`src/rtl/seg_scan_pkg.sv`:
```
// seg_scan_pkg -- shared definitions for the 4-digit seven-segment scanner.
//   * 4-bit display codes (ZERO, ONE, TWO, THREE, P, R, S, ERR, OFF) so that
//     any block producing display codes uses the same values.
//   * Active-low segment patterns, bit order {g,f,e,d,c,b,a}.
//   * Anode constants and the scan FSM state type.
package seg_scan_pkg;

  // Display codes
  localparam logic [3:0] ZERO  = 4'h0;
  localparam logic [3:0] ONE   = 4'h1;
  localparam logic [3:0] TWO   = 4'h2;
  localparam logic [3:0] THREE = 4'h3;
  localparam logic [3:0] P     = 4'h4;
  localparam logic [3:0] R     = 4'h5;
  localparam logic [3:0] S     = 4'h6;
  localparam logic [3:0] ERR   = 4'h8;
  localparam logic [3:0] OFF   = 4'hF;

  // Active-low cathode patterns {g,f,e,d,c,b,a}
  localparam logic [6:0] SEG_ZERO  = 7'b1000000;
  localparam logic [6:0] SEG_ONE   = 7'b1111001;
  localparam logic [6:0] SEG_TWO   = 7'b0100100;
  localparam logic [6:0] SEG_THREE = 7'b0110000;
  localparam logic [6:0] SEG_P     = 7'b0001100;
  localparam logic [6:0] SEG_R     = 7'b0101111;
  localparam logic [6:0] SEG_S     = 7'b0010010;
  localparam logic [6:0] SEG_ERR   = 7'b0000110;
  localparam logic [6:0] SEG_BLANK = 7'b1111111;

  localparam logic [3:0] AN_OFF = 4'b1111;

  typedef enum logic {GHOST, SHOW} scan_state_e;

  // Active-low anode for a digit index; index 0 (leftmost digit) is an[3].
  function automatic logic [3:0] digit_anode(input logic [1:0] idx);
    return ~(4'b1000 >> idx);
  endfunction

endpackage

```
`src/rtl/seg_scan_if.sv`:
```
// seg_scan_if -- display bus of the scanner.
//   d1_in..d4_in : 4-bit display codes, digit 1 (leftmost) .. digit 4
//   blink        : blink request (only honoured when SEG_SCAN_BLINK_EN is defined)
//   seg          : active-low cathodes {g,f,e,d,c,b,a}
//   an           : active-low anodes, an[3] = digit 1, an[0] = digit 4
//   frame        : one-cycle pulse when a new input snapshot is taken
// master = code producer, slave = seg_scan.
interface seg_scan_if;
  logic [3:0] d1_in;
  logic [3:0] d2_in;
  logic [3:0] d3_in;
  logic [3:0] d4_in;
  logic       blink;
  logic [6:0] seg;
  logic [3:0] an;
  logic       frame;

  modport master (output d1_in, d2_in, d3_in, d4_in, blink,
                  input  seg, an, frame);
  modport slave  (input  d1_in, d2_in, d3_in, d4_in, blink,
                  output seg, an, frame);
endinterface

```
`src/rtl/seg_decode.sv`:
```
// seg_decode -- purely combinational code-to-segment decoder.
//   code : 4-bit display code
//   pat  : 7-bit active-low pattern {g,f,e,d,c,b,a}; unlisted codes are blank.
module seg_decode
  import seg_scan_pkg::*;
(
  input  logic [3:0] code,
  output logic [6:0] pat
);

  always_comb begin
    pat = SEG_BLANK;
    case (code)
      ZERO:    pat = SEG_ZERO;
      ONE:     pat = SEG_ONE;
      TWO:     pat = SEG_TWO;
      THREE:   pat = SEG_THREE;
      P:       pat = SEG_P;
      R:       pat = SEG_R;
      S:       pat = SEG_S;
      ERR:     pat = SEG_ERR;
      default: pat = SEG_BLANK;
    endcase
  end

endmodule

```
`src/rtl/seg_scan.sv`:
```
// seg_scan -- time-multiplexed driver for a 4-digit common-anode display.
//   clk   : system clock
//   rst_n : asynchronous active-low reset (blanks the display immediately)
//   bus   : seg_scan_if.slave (codes and blink in; seg, an, frame out)
// Each digit owns a slot of REFRESH_DIV cycles; the first GHOST_CYC cycles of
// a slot keep every anode off to hide ghosting. All four codes are sampled
// together at the start of digit 1's slot, so a frame never mixes inputs.
// Optional feature macro: SEG_SCAN_BLINK_EN (phase toggles every BLINK_DIV
// cycles while blink=1; anodes are dark during the off phase).
module seg_scan
  import seg_scan_pkg::*;
#(
  parameter int REFRESH_DIV = 100000,
  parameter int GHOST_CYC   = 2000,
  parameter int BLINK_DIV   = 25000000
) (
  input logic       clk,
  input logic       rst_n,
  seg_scan_if.slave bus
);

  localparam int CNT_W = $clog2(REFRESH_DIV);
  localparam logic [CNT_W-1:0] SLOT_LAST  = CNT_W'(REFRESH_DIV - 1);
  localparam logic [CNT_W-1:0] GHOST_LAST = CNT_W'(GHOST_CYC - 1);
  localparam scan_state_e      START_ST   = (GHOST_CYC > 0) ? GHOST : SHOW;

  logic [CNT_W-1:0] cnt;
  logic [1:0]       idx;
  scan_state_e      state;
  logic [3:0]       snap [4];
  logic [6:0]       seg_q;
  logic [3:0]       an_q;
  logic             frame_q;

  logic             slot_end;
  logic             take;
  logic             dark;
  logic [3:0]       cur_code;
  logic [6:0]       cur_pat;

  assign slot_end = (cnt == SLOT_LAST);
  // First cycle of digit 1's slot: this is also the state right after reset.
  assign take     = (cnt == '0) && (idx == 2'd0);

  // While the snapshot is being taken, show the value being captured so a
  // zero-length ghost window cannot display the previous frame's digit 1.
  always_comb begin
    cur_code = snap[idx];
    if (take) cur_code = bus.d1_in;
  end

  seg_decode u_dec (
    .code (cur_code),
    .pat  (cur_pat)
  );

`ifdef SEG_SCAN_BLINK_EN
  localparam int BW = (BLINK_DIV > 1) ? $clog2(BLINK_DIV) : 1;
  logic [BW-1:0] bcnt;
  logic          blink_on;

  // Blink phase: counts only while blinking, parked in the on phase otherwise.
  always_ff @(posedge clk or negedge rst_n) begin
    if (!rst_n) begin
      bcnt     <= '0;
      blink_on <= 1'b1;
    end else if (!bus.blink) begin
      bcnt     <= '0;
      blink_on <= 1'b1;
    end else if (bcnt == BW'(BLINK_DIV - 1)) begin
      bcnt     <= '0;
      blink_on <= ~blink_on;
    end else begin
      bcnt     <= bcnt + BW'(1);
    end
  end

  assign dark = bus.blink & ~blink_on;
`else
  // blink and BLINK_DIV are deliberately left without function in this build.
  logic unused_blink;
  assign unused_blink = bus.blink ^ BLINK_DIV[0];
  assign dark         = 1'b0;
`endif

  // Counters, scan FSM, snapshot and registered outputs
  always_ff @(posedge clk or negedge rst_n) begin
    if (!rst_n) begin
      cnt     <= '0;
      idx     <= 2'd0;
      state   <= START_ST;
      snap    <= '{default: OFF};
      seg_q   <= SEG_BLANK;
      an_q    <= AN_OFF;
      frame_q <= 1'b0;
    end else begin
      frame_q <= take;
      if (take) snap <= '{bus.d1_in, bus.d2_in, bus.d3_in, bus.d4_in};

      if (slot_end) begin
        cnt <= '0;
        idx <= idx + 2'd1;
      end else begin
        cnt <= cnt + CNT_W'(1);
      end

      // state tracks the phase of the current cnt; outputs follow one cycle later
      case (state)
        GHOST: begin
          seg_q <= SEG_BLANK;
          an_q  <= AN_OFF;
          if (cnt == GHOST_LAST) state <= SHOW;
        end
        SHOW: begin
          seg_q <= cur_pat;
          an_q  <= dark ? AN_OFF : digit_anode(idx);
          if (slot_end && (GHOST_CYC != 0)) state <= GHOST;
        end
        default: state <= START_ST;
      endcase
    end
  end

  assign bus.seg   = seg_q;
  assign bus.an    = an_q;
  assign bus.frame = frame_q;

endmodule

```
`src/flat_wrapper.sv`:
```
// flat-port wrapper written by rule: the top's interface ports become plain ports
module seg_scan_flat import seg_scan_pkg::*;
#(
  parameter int REFRESH_DIV = 100000,
  parameter int GHOST_CYC   = 2000,
  parameter int BLINK_DIV   = 25000000
)
  (clk, rst_n, bus_d1_in, bus_d2_in, bus_d3_in, bus_d4_in, bus_blink, bus_seg, bus_an, bus_frame);
  seg_scan_if bus_i ();
  input logic clk;
  input logic rst_n;
  input wire logic [$bits(bus_i.d1_in)-1:0] bus_d1_in;
  input wire logic [$bits(bus_i.d2_in)-1:0] bus_d2_in;
  input wire logic [$bits(bus_i.d3_in)-1:0] bus_d3_in;
  input wire logic [$bits(bus_i.d4_in)-1:0] bus_d4_in;
  input wire logic [$bits(bus_i.blink)-1:0] bus_blink;
  output wire logic [$bits(bus_i.seg)-1:0] bus_seg;
  output wire logic [$bits(bus_i.an)-1:0] bus_an;
  output wire logic [$bits(bus_i.frame)-1:0] bus_frame;
  assign bus_i.d1_in = bus_d1_in;
  assign bus_i.d2_in = bus_d2_in;
  assign bus_i.d3_in = bus_d3_in;
  assign bus_i.d4_in = bus_d4_in;
  assign bus_i.blink = bus_blink;
  assign bus_seg = bus_i.seg;
  assign bus_an = bus_i.an;
  assign bus_frame = bus_i.frame;
  seg_scan #(.REFRESH_DIV(REFRESH_DIV), .GHOST_CYC(GHOST_CYC), .BLINK_DIV(BLINK_DIV)) u_core (.clk(clk), .rst_n(rst_n), .bus(bus_i));
endmodule
```
`config.mk`:
```
export PLATFORM = sky130hd
export DESIGN_NAME = seg_scan_flat
export DESIGN_NICKNAME = d
export VERILOG_FILES = /design/src/rtl/seg_scan_pkg.sv /design/src/rtl/seg_scan_if.sv /design/src/rtl/seg_decode.sv /design/src/rtl/seg_scan.sv /design/src/flat_wrapper.sv
export SDC_FILE = /design/constraint.sdc
export NUM_CORES = 1
export LEC_CHECK = 0
export ABC_AREA = 1
export CAP_MARGIN = 20
export CORE_MARGIN = 4
export CORE_UTILIZATION = 55
export CTS_CLUSTER_DIAMETER = 150
export DETAILED_ROUTE_END_ITERATION = 8
export MAX_ROUTING_LAYER = met4
export PLACE_DENSITY = 0.79
export SYNTH_ARGS = -nofsm -noshare
export SYNTH_HDL_FRONTEND = slang
export SYNTH_SLANG_ARGS = --single-unit
```
`constraint.sdc`:
```
create_clock -name clk -period 2.5 [get_ports clk]
set_clock_uncertainty 0.05 [all_clocks]
set_input_delay 0.75 -clock clk [delete_from_list [all_inputs] [get_ports clk]]
set_output_delay 0.75 -clock clk [all_outputs]
set_load 0.03 [all_outputs]
```
==> results.txt <==
----------------------------------------------------
[Floorplanning]
  Width of the die ... approximately 75 um
  Num ports ... 31
  Starting utilization of the core area ... between 50 and 60%
  Die footprint ... 0.005688 mm^2
  Num rows ... 24
  Die height ... between 70 and 80 um
  Core region area ... 0.004384 mm^2

[STA]
  Setup tns final ... 0 ps
  Setup repair after global routing missed its margin ... no
  Setup violation total in the final timing report ... 0
  Fmax ... 0.4375 GHz
  Final Cycle Share ... slightly above 90%
  Final hold vios ... 0
  Crit path time final ... between 2000 and 2500 ps
  Post-route worst setup slack ... 214.4 ps
  Tightest Pin Transition ... 556.2 ps
  Remaining max-slew budget at the tightest pin ... 62.92%
  Slew Viols, Final ... 0

[Worst setup path]
  Required arrival time at the worst endpoint ... 1700 ps
  Max stage delay on crit path ... about 660 ps
  Crit. End Element ... output pin
  Critical path start-end classification ... flip-flop to output pin
  Cell family with the largest share of critical-path delay ... buffers and inverters
  Number of buffer and inverter instances along the worst setup path ... 1
  Standard cell with the maximum stage delay on the critical path ... sky130_fd_sc_hd__clkdlybuf4s50_1
  Startpoint types ... flip-flop
  Maximum fanout along the worst path ... 1
  Cells along the critical path ... clkdlybuf4s50_1
  Worst Path Arrival ... 1490 ps

[Finish]
  Highest-count cells in the layout ignoring fill and taps ... sky130_fd_sc_hd__nand2_1, sky130_fd_sc_hd__nor2_1, sky130_fd_sc_hd__inv_1
  NumNets Final ... 358
  Post-synthesis to final-layout area growth ... 18.27%
  Fraction of final layout cells with drive strength greater than 1 ... 19.46%
  Ant. Diodes ... 0
  Most frequent standard cell in the layout excluding fill and tap cells ... sky130_fd_sc_hd__nand2_1

[Logic synthesis]
  Post-synth EDFFs ... 0
  Number of distinct library cells after synthesis ... 28
  Mean post-synth cell area ... about 8.4 um^2
  Post-synthesis instance total ... 299
  Count of yosys warnings during synthesis ... 0
  Share of flip-flops with an asynchronous set or reset after synthesis ... 100.0%
  Ys flop type ... sky130_fd_sc_hd__dfstp_2
  #FFs+latches synth ... 48
  Netlist Area Pre-Place ... 0.002500 mm^2
  Post-Syn Nets ... about 320
  Register area share after synthesis ... 49.40%

[CTS]
  Clock root buffer master ... sky130_fd_sc_hd__clkbuf_8
  Number of buffers created by CTS ... 5
  Post-CTS Hold Fix Bufs ... 0
  H-tree lvl count ... 2
  Number of sinks driven by the clock tree ... 48
  Cells resized by post-CTS repair ... 0
  Clock slew at the register clock pins of the worst setup and hold paths ... 90 ps
  Latest clock arrival within the worst-skew pair ... 300 ps
  Maximum clock insertion buffer count ... 2
  CTS tree ... done
  Post-CTS setup buffers ... 0

[GRT]
  Total global routing overflow ... 0
  Via count of the first global-routing pass ... 1919
  Global-route usage over all layers ... 19.43%
  Pin count of the biggest net entering global routing ... 26
  Wire length of the first global-routing pass ... about 8300 um
  Number of antenna violations at the first check in global routing ... 0

[Detailed routing]
  Number of nets with antenna violations after routing ... 0
  Via count ... 2025
  Detailed-route wire length per cell ... 12.52 um
  Total routed wirelength ... slightly below 5000 um
  Initial DRC Count ... 128
  Avg Vias per Cell ... 5.246
  Number of detailed-routing iterations run before antenna repair ... 4
  DRC Markers ... 0

[Power]
  Max IR drop VDD ... 0.2885 mV
  Power per standard cell area ... 476.5 mW/mm^2
  Static leakage ... 1.461 nW

[Run]
  Number of max-capacitance violations reported ... 0

[Run status]
  Run status ... complete, no violations

[Placement]
  RD Place Congestion ... 0.8736
  Half-perimeter wire length after detailed placement ... 3679 um
  Number of buffers inserted by port buffering ... 29
  Worst setup timing slack at the placement stage ... ~400 ps

[Min path]
  Class of the most critical hold timing path ... primary input to asynchronous set/reset pin

----------------------------------------------------
## per-layer routing
| layer | wire [um] | vias up | track usage [%] |
|---|---|---|---|
| met3 | 290 | 6 | 3.958 |
| li1 | - | 1015 | - |
| met1 | 2208 | 945 | 25.93 |
| met5 | 0 | - | - |
| met2 | 2276 | 59 | 30.20 |
| met4 | 55 | 0 | 5.437 |
## state kept, by name (all words and copies together), names as in the netlist
name              flops
u_core.cnt           17
u_core.bus.an         4
u_core.snap          16
u_core.idx            2
u_core.state          1
u_core.bus.frame      1
u_core.bus.seg        7
## final cells by class
type | count | area (um^2)
Fill cell | 351 | 1428
Sequential cell | 48 | 1235
Multi-Input combinational cell | 211 | 1099
Timing Repair Buffer | 31 | 312.8
Inverter | 36 | 140.1
Clock buffer | 6 | 93.84
Tap cell | 52 | 65.06
Clock inverter | 2 | 11.26
## stage by stage
step,instances,hold slack [ps],power [mW],cell area (um^2),utilization (%)
after floorplan,299,392.6,0.8532,2500,-
after global placement,378,403.2,0.9032,2851,65.04
after detailed placement,378,406.1,0.9055,2851,65.04
after CTS,386,397.6,1.422,2957,67.44
after global routing,386,419.7,1.466,2957,67.44
final,386,381.1,1.409,2957,67.44
## cells in the mapped netlist (4+ instances only)
master	instances	share of area, %
sky130_fd_sc_hd__nand2_1	81	12
sky130_fd_sc_hd__nor2_1	33	5.0
sky130_fd_sc_hd__inv_1	32	4.8
sky130_fd_sc_hd__dfstp_2	27	28
sky130_fd_sc_hd__nand3_1	23	4.6
sky130_fd_sc_hd__dfrtp_1	21	21
sky130_fd_sc_hd__o21ai_0	16	3.2
sky130_fd_sc_hd__ha_1	6	3.0
sky130_fd_sc_hd__nand4_1	6	1.5
sky130_fd_sc_hd__a21oi_1	5	1.0
sky130_fd_sc_hd__nand2_2	5	1.3
sky130_fd_sc_hd__xor2_1	5	1.8
sky130_fd_sc_hd__nor2_2	4	1.0
sky130_fd_sc_hd__nor2_4	4	1.8
sky130_fd_sc_hd__nor3_1	4	0.80
sky130_fd_sc_hd__nor4_1	4	1.0
## final timing paths
path | from | end | slack [ps] | cells past startpoint
worst max-delay path | u_core.bus.an[1]$_DFF_PN1_ | bus_an[1] | 210 | 1
worst min-delay path | rst_n | u_core.idx[0]$_DFFE_PN0N_ | 380 | 1
worst max register to register | u_core.idx[0]$_DFFE_PN0N_ | u_core.bus.seg[0]$_DFF_PN1_ | 390 | 10
worst min register to register | u_core.snap[12]$_DFFE_PN1P_ | u_core.snap[12]$_DFFE_PN1P_ | 420 | 2
max in group asynchronous | rst_n | u_core.snap[5]$_DFFE_PN1P_ | 1430 | 2
min in group clk | u_core.snap[12]$_DFFE_PN1P_ | u_core.snap[12]$_DFFE_PN1P_ | 420 | 2
## report_power, final
group | leakage, nW | switching [mW] | internal [mW] | total (mW)
logic | 0.841 | 0.0439 | 0.0397 | 0.0836
registers | 0.563 | 0.00677 | 0.801 | 0.807
clock network | 0.0566 | 0.261 | 0.257 | 0.518
## cells by family (layout without fill, tap and decap cells)
kind of cell	after synthesis	count (layout)	share of synthesized area, %
AO/OA/AOI/OAI	26	26	6.006
XOR/XNOR	6	6	2.102
adder cells (fa/ha/maj)	6	6	3.003
buffers and inverters	40	75	6.657
flip-flops	48	48	49.40
AND/OR/NAND/NOR	173	173	32.83
No activity file was read; power rests on OpenSTA's default activity.
